File: src/rtl/dmem_pkg.sv
// Shared types and width helpers for the dmem_bank data memory.
// Optional per-byte parity storage is enabled with DMEM_PARITY_EN.
package dmem_pkg;

    typedef enum logic [0:0] {
        INIT = 1'b0,
        RUN  = 1'b1
    } dmem_state_e;

    // Ceil-log2 that never returns zero, so derived fields always have a bit.
    function automatic int unsigned clog2_min1(input int unsigned n);
        return (n > 1) ? int'($clog2(n)) : 1;
    endfunction

    function automatic int unsigned idx_width(input int unsigned depth);
        return clog2_min1(depth);
    endfunction

    function automatic int unsigned off_width(input int unsigned data_w);
        return clog2_min1(data_w / 8);
    endfunction

endpackage

File: src/rtl/dmem_bank_if.sv
// Request/response channel of dmem_bank; rsp_perr exists only with DMEM_PARITY_EN.
interface dmem_bank_if #(
    parameter int unsigned DATA_W = 16,
    parameter int unsigned ADDR_W = 16
);
    localparam int unsigned BYTES = DATA_W / 8;

    logic              req_valid;
    logic              req_ready;
    logic              req_write;
    logic [ADDR_W-1:0] req_addr;
    logic [DATA_W-1:0] req_wdata;
    logic [BYTES-1:0]  req_be;
    logic              rsp_valid;
    logic [DATA_W-1:0] rsp_rdata;
    logic              rsp_err;
    logic              init_done;
`ifdef DMEM_PARITY_EN
    logic              rsp_perr;
`endif

    modport master (
        output req_valid, req_write, req_addr, req_wdata, req_be,
        input  req_ready, rsp_valid, rsp_rdata, rsp_err, init_done
`ifdef DMEM_PARITY_EN
        , input rsp_perr
`endif
    );

    modport slave (
        input  req_valid, req_write, req_addr, req_wdata, req_be,
        output req_ready, rsp_valid, rsp_rdata, rsp_err, init_done
`ifdef DMEM_PARITY_EN
        , output rsp_perr
`endif
    );

endinterface

File: src/rtl/dmem_byte_ram.sv
// Word-indexed storage array with per-lane write enables; read is combinational.
// Lane width is 8, or 9 when the parent stores parity (DMEM_PARITY_EN).
module dmem_byte_ram #(
    parameter int unsigned DEPTH  = 256,
    parameter int unsigned BYTES  = 2,
    parameter int unsigned LANE_W = 8,
    parameter int unsigned IDX_W  = 8
) (
    input  logic                          clk,
    input  logic                          wr_en,
    input  logic [IDX_W-1:0]              wr_idx,
    input  logic [BYTES-1:0][LANE_W-1:0]  wr_data,
    input  logic [BYTES-1:0]              wr_be,
    input  logic [IDX_W-1:0]              rd_idx,
    output logic [BYTES-1:0][LANE_W-1:0]  rd_data
);

    logic [BYTES-1:0][LANE_W-1:0] mem [DEPTH];

    // Contents are cleared by the parent's zero-sweep, so the array has no reset.
    always_ff @(posedge clk) begin
        if (wr_en) begin
            for (int k = 0; k < int'(BYTES); k++) begin
                if (wr_be[k]) begin
                    mem[wr_idx][k] <= wr_data[k];
                end
            end
        end
    end

    assign rd_data = mem[rd_idx];

endmodule

File: src/rtl/dmem_bank.sv
// Byte-enabled data memory with valid/ready requests, one-cycle registered
// response, range/alignment errors and a zero-sweep after reset.
// Define DMEM_PARITY_EN to add per-byte even parity and the rsp_perr output.
module dmem_bank
    import dmem_pkg::*;
#(
    parameter int unsigned DATA_W = 16,
    parameter int unsigned DEPTH  = 256,
    parameter int unsigned ADDR_W = 16
) (
    input  logic         clk,
    input  logic         rst_n,
    dmem_bank_if.slave   bus
);

    localparam int unsigned BYTES = DATA_W / 8;
    localparam int unsigned OFF_W = off_width(DATA_W);
    localparam int unsigned IDX_W = idx_width(DEPTH);
`ifdef DMEM_PARITY_EN
    localparam int unsigned LANE_W = 9;
`else
    localparam int unsigned LANE_W = 8;
`endif

    typedef struct packed {
        logic              valid;
        logic [DATA_W-1:0] rdata;
        logic              err;
`ifdef DMEM_PARITY_EN
        logic              perr;
`endif
    } rsp_t;

    dmem_state_e                  state_q, state_d;
    logic [IDX_W-1:0]             cnt_q, cnt_d;
    logic                         ready_q, ready_d;
    logic                         done_q, done_d;
    rsp_t                         rsp_q, rsp_d;

    logic                         wr_en;
    logic [IDX_W-1:0]             wr_idx;
    logic [BYTES-1:0][LANE_W-1:0] wr_lanes;
    logic [BYTES-1:0]             wr_be;
    logic [BYTES-1:0][LANE_W-1:0] rd_lanes;
    logic [BYTES-1:0][LANE_W-1:0] store_lanes;
    logic [DATA_W-1:0]            rd_word;
`ifdef DMEM_PARITY_EN
    logic                         rd_perr;
`endif

    logic [IDX_W-1:0]             req_idx;
    logic                         off_bad;
    logic                         idx_bad;
    logic                         hi_bad;
    logic                         req_err;

    // Address decode and error classification.
    assign req_idx = bus.req_addr[OFF_W +: IDX_W];
    assign off_bad = |bus.req_addr[OFF_W-1:0];
    assign idx_bad = {1'b0, req_idx} >= (IDX_W+1)'(DEPTH);
    assign hi_bad  = |(bus.req_addr >> (OFF_W + IDX_W));
    assign req_err = off_bad | idx_bad | hi_bad;

    dmem_byte_ram #(
        .DEPTH  (DEPTH),
        .BYTES  (BYTES),
        .LANE_W (LANE_W),
        .IDX_W  (IDX_W)
    ) u_ram (
        .clk     (clk),
        .wr_en   (wr_en),
        .wr_idx  (wr_idx),
        .wr_data (wr_lanes),
        .wr_be   (wr_be),
        .rd_idx  (req_idx),
        .rd_data (rd_lanes)
    );

    // Lane packing for stores and unpacking / parity check for loads.
    always_comb begin
        store_lanes = '0;
        rd_word     = '0;
`ifdef DMEM_PARITY_EN
        rd_perr     = 1'b0;
`endif
        for (int k = 0; k < int'(BYTES); k++) begin
`ifdef DMEM_PARITY_EN
            store_lanes[k] = {^bus.req_wdata[8*k +: 8], bus.req_wdata[8*k +: 8]};
            rd_perr        = rd_perr | (^rd_lanes[k]);
`else
            store_lanes[k] = bus.req_wdata[8*k +: 8];
`endif
            rd_word[8*k +: 8] = rd_lanes[k][7:0];
        end
    end

    // Next-state, write-port and response logic.
    always_comb begin
        state_d  = state_q;
        cnt_d    = cnt_q;
        ready_d  = ready_q;
        done_d   = done_q;
        rsp_d    = '0;
        wr_en    = 1'b0;
        wr_idx   = cnt_q;
        wr_lanes = '0;
        wr_be    = '0;

        case (state_q)
            INIT: begin
                wr_en = 1'b1;
                wr_be = '1;
                if (cnt_q == IDX_W'(DEPTH - 1)) begin
                    state_d = RUN;
                    cnt_d   = '0;
                    ready_d = 1'b1;
                    done_d  = 1'b1;
                end else begin
                    cnt_d = cnt_q + IDX_W'(1);
                end
            end
            RUN: begin
                if (bus.req_valid && ready_q) begin
                    rsp_d.valid = 1'b1;
                    rsp_d.err   = req_err;
                    if (!req_err) begin
                        if (bus.req_write) begin
                            wr_en    = 1'b1;
                            wr_idx   = req_idx;
                            wr_lanes = store_lanes;
                            wr_be    = bus.req_be;
                        end else begin
                            rsp_d.rdata = rd_word;
`ifdef DMEM_PARITY_EN
                            rsp_d.perr  = rd_perr;
`endif
                        end
                    end
                end
            end
            default: state_d = INIT;
        endcase
    end

    always_ff @(posedge clk or negedge rst_n) begin
        if (!rst_n) begin
            state_q <= INIT;
            cnt_q   <= '0;
            ready_q <= 1'b0;
            done_q  <= 1'b0;
            rsp_q   <= '0;
        end else begin
            state_q <= state_d;
            cnt_q   <= cnt_d;
            ready_q <= ready_d;
            done_q  <= done_d;
            rsp_q   <= rsp_d;
        end
    end

    assign bus.req_ready = ready_q;
    assign bus.init_done = done_q;
    assign bus.rsp_valid = rsp_q.valid;
    assign bus.rsp_rdata = rsp_q.rdata;
    assign bus.rsp_err   = rsp_q.err;
`ifdef DMEM_PARITY_EN
    assign bus.rsp_perr  = rsp_q.perr;
`endif

endmodule

File: src/flat_wrapper.sv
// flat-port wrapper written by rule: the top's interface ports become plain ports
module dmem_bank_flat import dmem_pkg::*;
#(
    parameter int unsigned DATA_W = 16,
    parameter int unsigned DEPTH  = 256,
    parameter int unsigned ADDR_W = 16
)
  (clk, rst_n, bus_req_valid, bus_req_write, bus_req_addr, bus_req_wdata, bus_req_be, bus_req_ready, bus_rsp_valid, bus_rsp_rdata, bus_rsp_err, bus_init_done);
  dmem_bank_if #(.DATA_W(DATA_W), .ADDR_W(ADDR_W)) bus_i ();
  input  logic clk;
  input  logic rst_n;
  input wire logic [$bits(bus_i.req_valid)-1:0] bus_req_valid;
  input wire logic [$bits(bus_i.req_write)-1:0] bus_req_write;
  input wire logic [$bits(bus_i.req_addr)-1:0] bus_req_addr;
  input wire logic [$bits(bus_i.req_wdata)-1:0] bus_req_wdata;
  input wire logic [$bits(bus_i.req_be)-1:0] bus_req_be;
  output wire logic [$bits(bus_i.req_ready)-1:0] bus_req_ready;
  output wire logic [$bits(bus_i.rsp_valid)-1:0] bus_rsp_valid;
  output wire logic [$bits(bus_i.rsp_rdata)-1:0] bus_rsp_rdata;
  output wire logic [$bits(bus_i.rsp_err)-1:0] bus_rsp_err;
  output wire logic [$bits(bus_i.init_done)-1:0] bus_init_done;
  assign bus_i.req_valid = bus_req_valid;
  assign bus_i.req_write = bus_req_write;
  assign bus_i.req_addr = bus_req_addr;
  assign bus_i.req_wdata = bus_req_wdata;
  assign bus_i.req_be = bus_req_be;
  assign bus_req_ready = bus_i.req_ready;
  assign bus_rsp_valid = bus_i.rsp_valid;
  assign bus_rsp_rdata = bus_i.rsp_rdata;
  assign bus_rsp_err = bus_i.rsp_err;
  assign bus_init_done = bus_i.init_done;
  dmem_bank #(.DATA_W(DATA_W), .DEPTH(DEPTH), .ADDR_W(ADDR_W)) u_core (.clk(clk), .rst_n(rst_n), .bus(bus_i));
endmodule
File: config.mk
export PLATFORM = sky130hd
export DESIGN_NAME = dmem_bank_flat
export DESIGN_NICKNAME = d
export VERILOG_FILES = /design/src/rtl/dmem_pkg.sv /design/src/rtl/dmem_bank_if.sv /design/src/rtl/dmem_byte_ram.sv /design/src/rtl/dmem_bank.sv /design/src/flat_wrapper.sv
export SDC_FILE = /design/constraint.sdc
export NUM_CORES = 2
export LEC_CHECK = 0
export ABC_AREA = 0
export ABC_CLOCK_PERIOD_IN_PS = 7600
export BUFFER_PORTS_ARGS = -buffer_cell sky130_fd_sc_hd__buf_4
export CELL_PAD_IN_SITES_DETAIL_PLACEMENT = 0
export CELL_PAD_IN_SITES_GLOBAL_PLACEMENT = 1
export CORE_MARGIN = 4
export CORE_UTILIZATION = 37
export CTS_BUF_LIST = sky130_fd_sc_hd__clkbuf_16
export DETAILED_ROUTE_END_ITERATION = 12
export PLACE_DENSITY_LB_ADDON = 0.1
export SLEW_MARGIN = 40
export SYNTH_ARGS = -nofsm -noshare
export SYNTH_HDL_FRONTEND = slang
export SYNTH_SLANG_ARGS = --single-unit
File: constraint.sdc
create_clock -name clk -period 7.6 [get_ports clk]
set_input_delay 1.14 -clock clk [delete_from_list [all_inputs] [get_ports clk]]
set_output_delay 1.14 -clock clk [all_outputs]
set_load 0.02 [all_outputs]
== Word-level counts from Yosys, hierarchy flattened ==
Memory sizes are Yosys's and may differ from the RTL's.
Cells that the tools add are included.
Widths: inputs -> output; s select.

* Memories kept: 1
* Input bits: 38
* Memory bits (writable): 4096
* Register bits: 28
* Output and inout bits: 20

{| class="wikitable"
|+ Memories
! memory !! words !! bits a word !! read ports !! clocked after Yosys merged registers in !! wr ports !! RTL line !! source
|-
| u_core.u_ram.mem || 256 || 16 || 1 || 0 || 1 || dmem_byte_ram.sv:18 || <nowiki>logic [BYTES-1:0][LANE_W-1:0] mem [DEPTH];</nowiki>
|}

* Bitwise logic cells: 2
* Muxes and demuxes: 29
* Add/sub/neg operators: 1
* Reductions and logical operators: 3
* Equality and inequality tests: 1

{| class="wikitable"
|+ Operator list
! kind !! count
|-
| $mux 16 || 6
|-
| $mux 8 || 5
|-
| $mux 18 || 2
|-
| $mux 1 || 11
|-
| $add 8x1->8 const B || 1
|-
| $eq 8x8->1 const B || 1
|-
| $reduce_or 7->1 || 1
|-
| $mux 2 || 3
|-
| $pmux 2 s2 || 1
|-
| $pmux 1 s2 || 1
|-
| $reduce_and 2->1 || 1
|-
| $logic_and 1x1->1 || 1
|-
| $not 1->1 || 1
|-
| $or 1x1->1 || 1
|}

== Longest topological paths before layout ==
* Depth after elaboration: 8
* Depth in mapped cells: 13

== Cells and area by module ==
Synthesis repeated with hierarchy kept, for this count alone.

* Cell total of the unflattened synthesis: 7841
* Area, all modules: 161743.9 um^2

{| class="wikitable"
|+ By module, submodules not included
! module !! seq. area each (um^2) !! times used !! area an instance (um^2) !! cells an instance
|-
| dmem_byte_ram || 122998.0 || 1 || 160386.3 || 7721
|-
| dmem_bank || 700.7 || 1 || 1357.6 || 120
|}

== Worst setup path before layout ==
Ideal clock, no wire load.

* Path kind: in2reg
* From: input bus_req_addr[14]
* To: memory u_core.u_ram.mem[0][10] (netlist bit), data pin
* Stages: 6
* Setup time: 870 ps
* Required time: 6730 ps
* Path slack: 953 ps
* Arrival: 5777 ps
* Cells stage by stage: nor4_4 and4_1 clkbuf_1 clkbuf_1 clkbuf_1 and2_1

{| class="wikitable"
|+ RTL lines
! element !! RTL line !! source
|-
| start: declaration || flat_wrapper.sv:14 || <nowiki>input wire logic [$bits(bus_i.req_addr)-1:0] bus_req_addr;</nowiki>
|-
| end: declaration || dmem_byte_ram.sv:18 ||
|}

==> results.ini <==
[critical_path]
crit_start=bus_req_addr[1]
cp.required_ps=8460
r2r-start=u_core.state_q$_DFF_PN0_
worst-r2r-cell-count=7
r2r-end=u_core.bus.rsp_rdata[8]$_DFF_PN0_
cp-end-kind=register
worst-r2r-setup-slack_ps=3270
crit_arrival_ps=5420
endpoint=u_core.bus.rsp_rdata[7]$_DFF_PN0_
path_class=in -> reg
startpoint_type=input port
critPathMaxFanout=72

[run_status]
outcome=complete, no violations

[route]
routed_wl_um=515000
routedLengthMet1_um=225000
drt_iter0_drc=9203
vias_per_cell=5.75
firstDrtPassIters=5
dr.max_layer_used=met5
ant_nets=0
route.detailed.drc=0
via_count=82800
routed-wl-met2_um=243000
wl_met3_um=32700
wire_per_inst_um=35.7

[clocking]
clock-sinks=4124
post_cts_resized=0
path_clk_slew_ps=60
numCtsBuffers=438
cts_max_path_buffers=4
hold_buffers=0
cts_setup_buffers=0
cts_max_level=5
clock_latency_ps=980
clockRootBuffer=clkbuf_16
cts_tree=built

[yosys]
yosysTopAreaCellShare=0.765
syn_nets=8143
ys_seq_elements=4124
synth_edf_count=4096
synth_async_sr_flop_share=0.00679
avgSynthCellArea_um2=19.8
synthCells=8104
synth_top_area_cell=edfxtp_1
synth_cell_type_count=68
syn_area_um2=161000
synthTopCellsByArea=edfxtp_1, mux4_2, mux2i_1, nor2_1, o221ai_1
synth_most_common_cell=edfxtp_1
ys_warn_count=0
synthFlopType=edfxtp_1
yosys-top-cells-count=edfxtp_1, mux4_2, nor2_1
seq_area_frac_synth=0.770

[timing]
max_freq_ghz=0.219
slew_headroom=0.325
maxSlewViolCount=0
setup_tns_ps=0
min_period_ps=4560
setup_viol=0
period_share=0.600
tightest_slew_ps=1010
rsz0062_at_grt=no
final_hold_viol_count=0
fin_skew_ps=39.6
finalWorstSetupSlack_ps=3040

[global_routing]
grt_pass1_wl_um=708000
antenna_found_initial=35
grt_max_degree=148
grt_pass1_vias=83700
grt.overflow.total=0
grt_usage=0.228

[floorplan]
coreArea_um2=432000
die_h_um=667
die_w_um=667
start_util=0.372
die_area_um2=445000
io_pins=58
rows=241

[placement]
gp_congestion=0.823
io_buffers=57
post-place-ws_ps=2080
place_hpwl_um=319000
dpl_cell_area_um2=169000

[final_layout]
area_growth_pct=13.8
finalInstanceArea_um2=183000
drive_gt1_frac=0.208
nets=8346

[pwr]
leakage_uw=0.0478
power_density_nw_per_um2=256
peakVddDrop_v=0.000191

[run]
max_cap_viol_count=0

[hold_path]
hold_class=in -> async

-- how the worst min path moves through the flow --
stage | start | endpoint | slack, ps | cells after the start
floorplan | u_core.cnt_q[7]$_DFFE_PN0N_ | u_core.cnt_q[7]$_DFFE_PN0N_ | 490 | 1
global placement | u_core.cnt_q[7]$_DFFE_PN0N_ | u_core.cnt_q[7]$_DFFE_PN0N_ | 620 | 1
detailed placement | u_core.cnt_q[7]$_DFFE_PN0N_ | u_core.cnt_q[7]$_DFFE_PN0N_ | 630 | 1
CTS | rst_n | u_core.bus.rsp_rdata[8]$_DFF_PN0_ | 200 | 1
global route | rst_n | u_core.bus.rsp_rdata[8]$_DFF_PN0_ | 70 | 1
finish | rst_n | u_core.bus.rsp_rdata[8]$_DFF_PN0_ | 120 | 1
-- sequential cells by signal, summed over array words and instances, names as in the netlist --
| signal | count |
|---|---|
| u_core.bus.req_ready | 1 |
| u_core.bus.rsp_err | 1 |
| u_core.bus.rsp_rdata | 16 |
| u_core.bus.rsp_valid | 1 |
| u_core.cnt_q | 8 |
| u_core.state_q | 1 |
| u_core.u_ram.mem | 4096 |
-- routing by layer --
metal / GRT usage / vias up
met5: 0 / -
met4: 0.0552 / 6
met3: 0.0366 / 643
met2: 0.363 / 3140
met1: 0.328 / 45100
li1: - / 34000
-- cell usage in the layout, fill, tap and decap left out, drive strengths merged, types with 42 or more instances in the layout --
| master | n |
|---|---|
| a22oi | 117 |
| a21oi | 120 |
| mux2i | 633 |
| o221ai | 153 |
| o21ai | 125 |
| buf | 286 |
| inv | 102 |
| mux4 | 726 |
| nor3 | 128 |
| clkinv | 192 |
| bufinv | 42 |
| nor2 | 641 |
| edfxtp | 4096 |
| clkbuf | 449 |
| nand3 | 76 |
| o22ai | 189 |
| nand2 | 210 |
-- kinds of logic (layout without fill, tap and decap cells) --
logic type                 after synthesis  count (layout)  synth area share
DFF                                   4124            4124             0.770
buffers and inverters                  527            1104            0.0182
xor gates and xnor gates                 5               5          0.000272
and+or+nand+nor                       1239            1239            0.0344
AOI/OAI and AO/OA                      846             846            0.0361
adders and majority gates                1               1         0.0000778
muxes                                 1362            1362             0.141
other                                    0              11                 0
-- metrics by stage --
step / std cells / utilization / hold WS, ps / total power, µW
after floorplan: 8104 / - / 487 / 25900
after global placement: 13500 / 0.389 / 617 / 26300
after detailed placement: 13600 / 0.390 / 626 / 26300
after CTS: 14400 / 0.423 / 197 / 47300
after global routing: 14400 / 0.424 / 73.4 / 48300
final: 14400 / 0.424 / 116 / 46900
-- layout make-up --
class | instances | area, µm²
fillers | 37500 | 249000
flip-flops and latches | 4124 | 124000
multi-input cells | 3453 | 34700
clock buffers | 449 | 11200
well taps | 5710 | 7140
repair buffers | 286 | 3290
clock inverters | 365 | 2880
inverters | 4 | 27.5
diodes | 11 | 27.5
-- power breakdown --
part | switching [µW] | internal [µW] | total (µW)
Combinational | 839 | 377 | 1220
Clock | 8940 | 12100 | 21000
Sequential | 0 | 24600 | 24600
-- critical path, cell delays in order --
cell	delay [ps]
buf_16	320
buf_12	310
buf_16	410
mux2i_1	190
o22ai_1	610
o22ai_1	210
nor4_1	610
nand4_1	210
or4_1	850
o31ai_1	200
No activity file was read; power rests on OpenSTA's default activity.
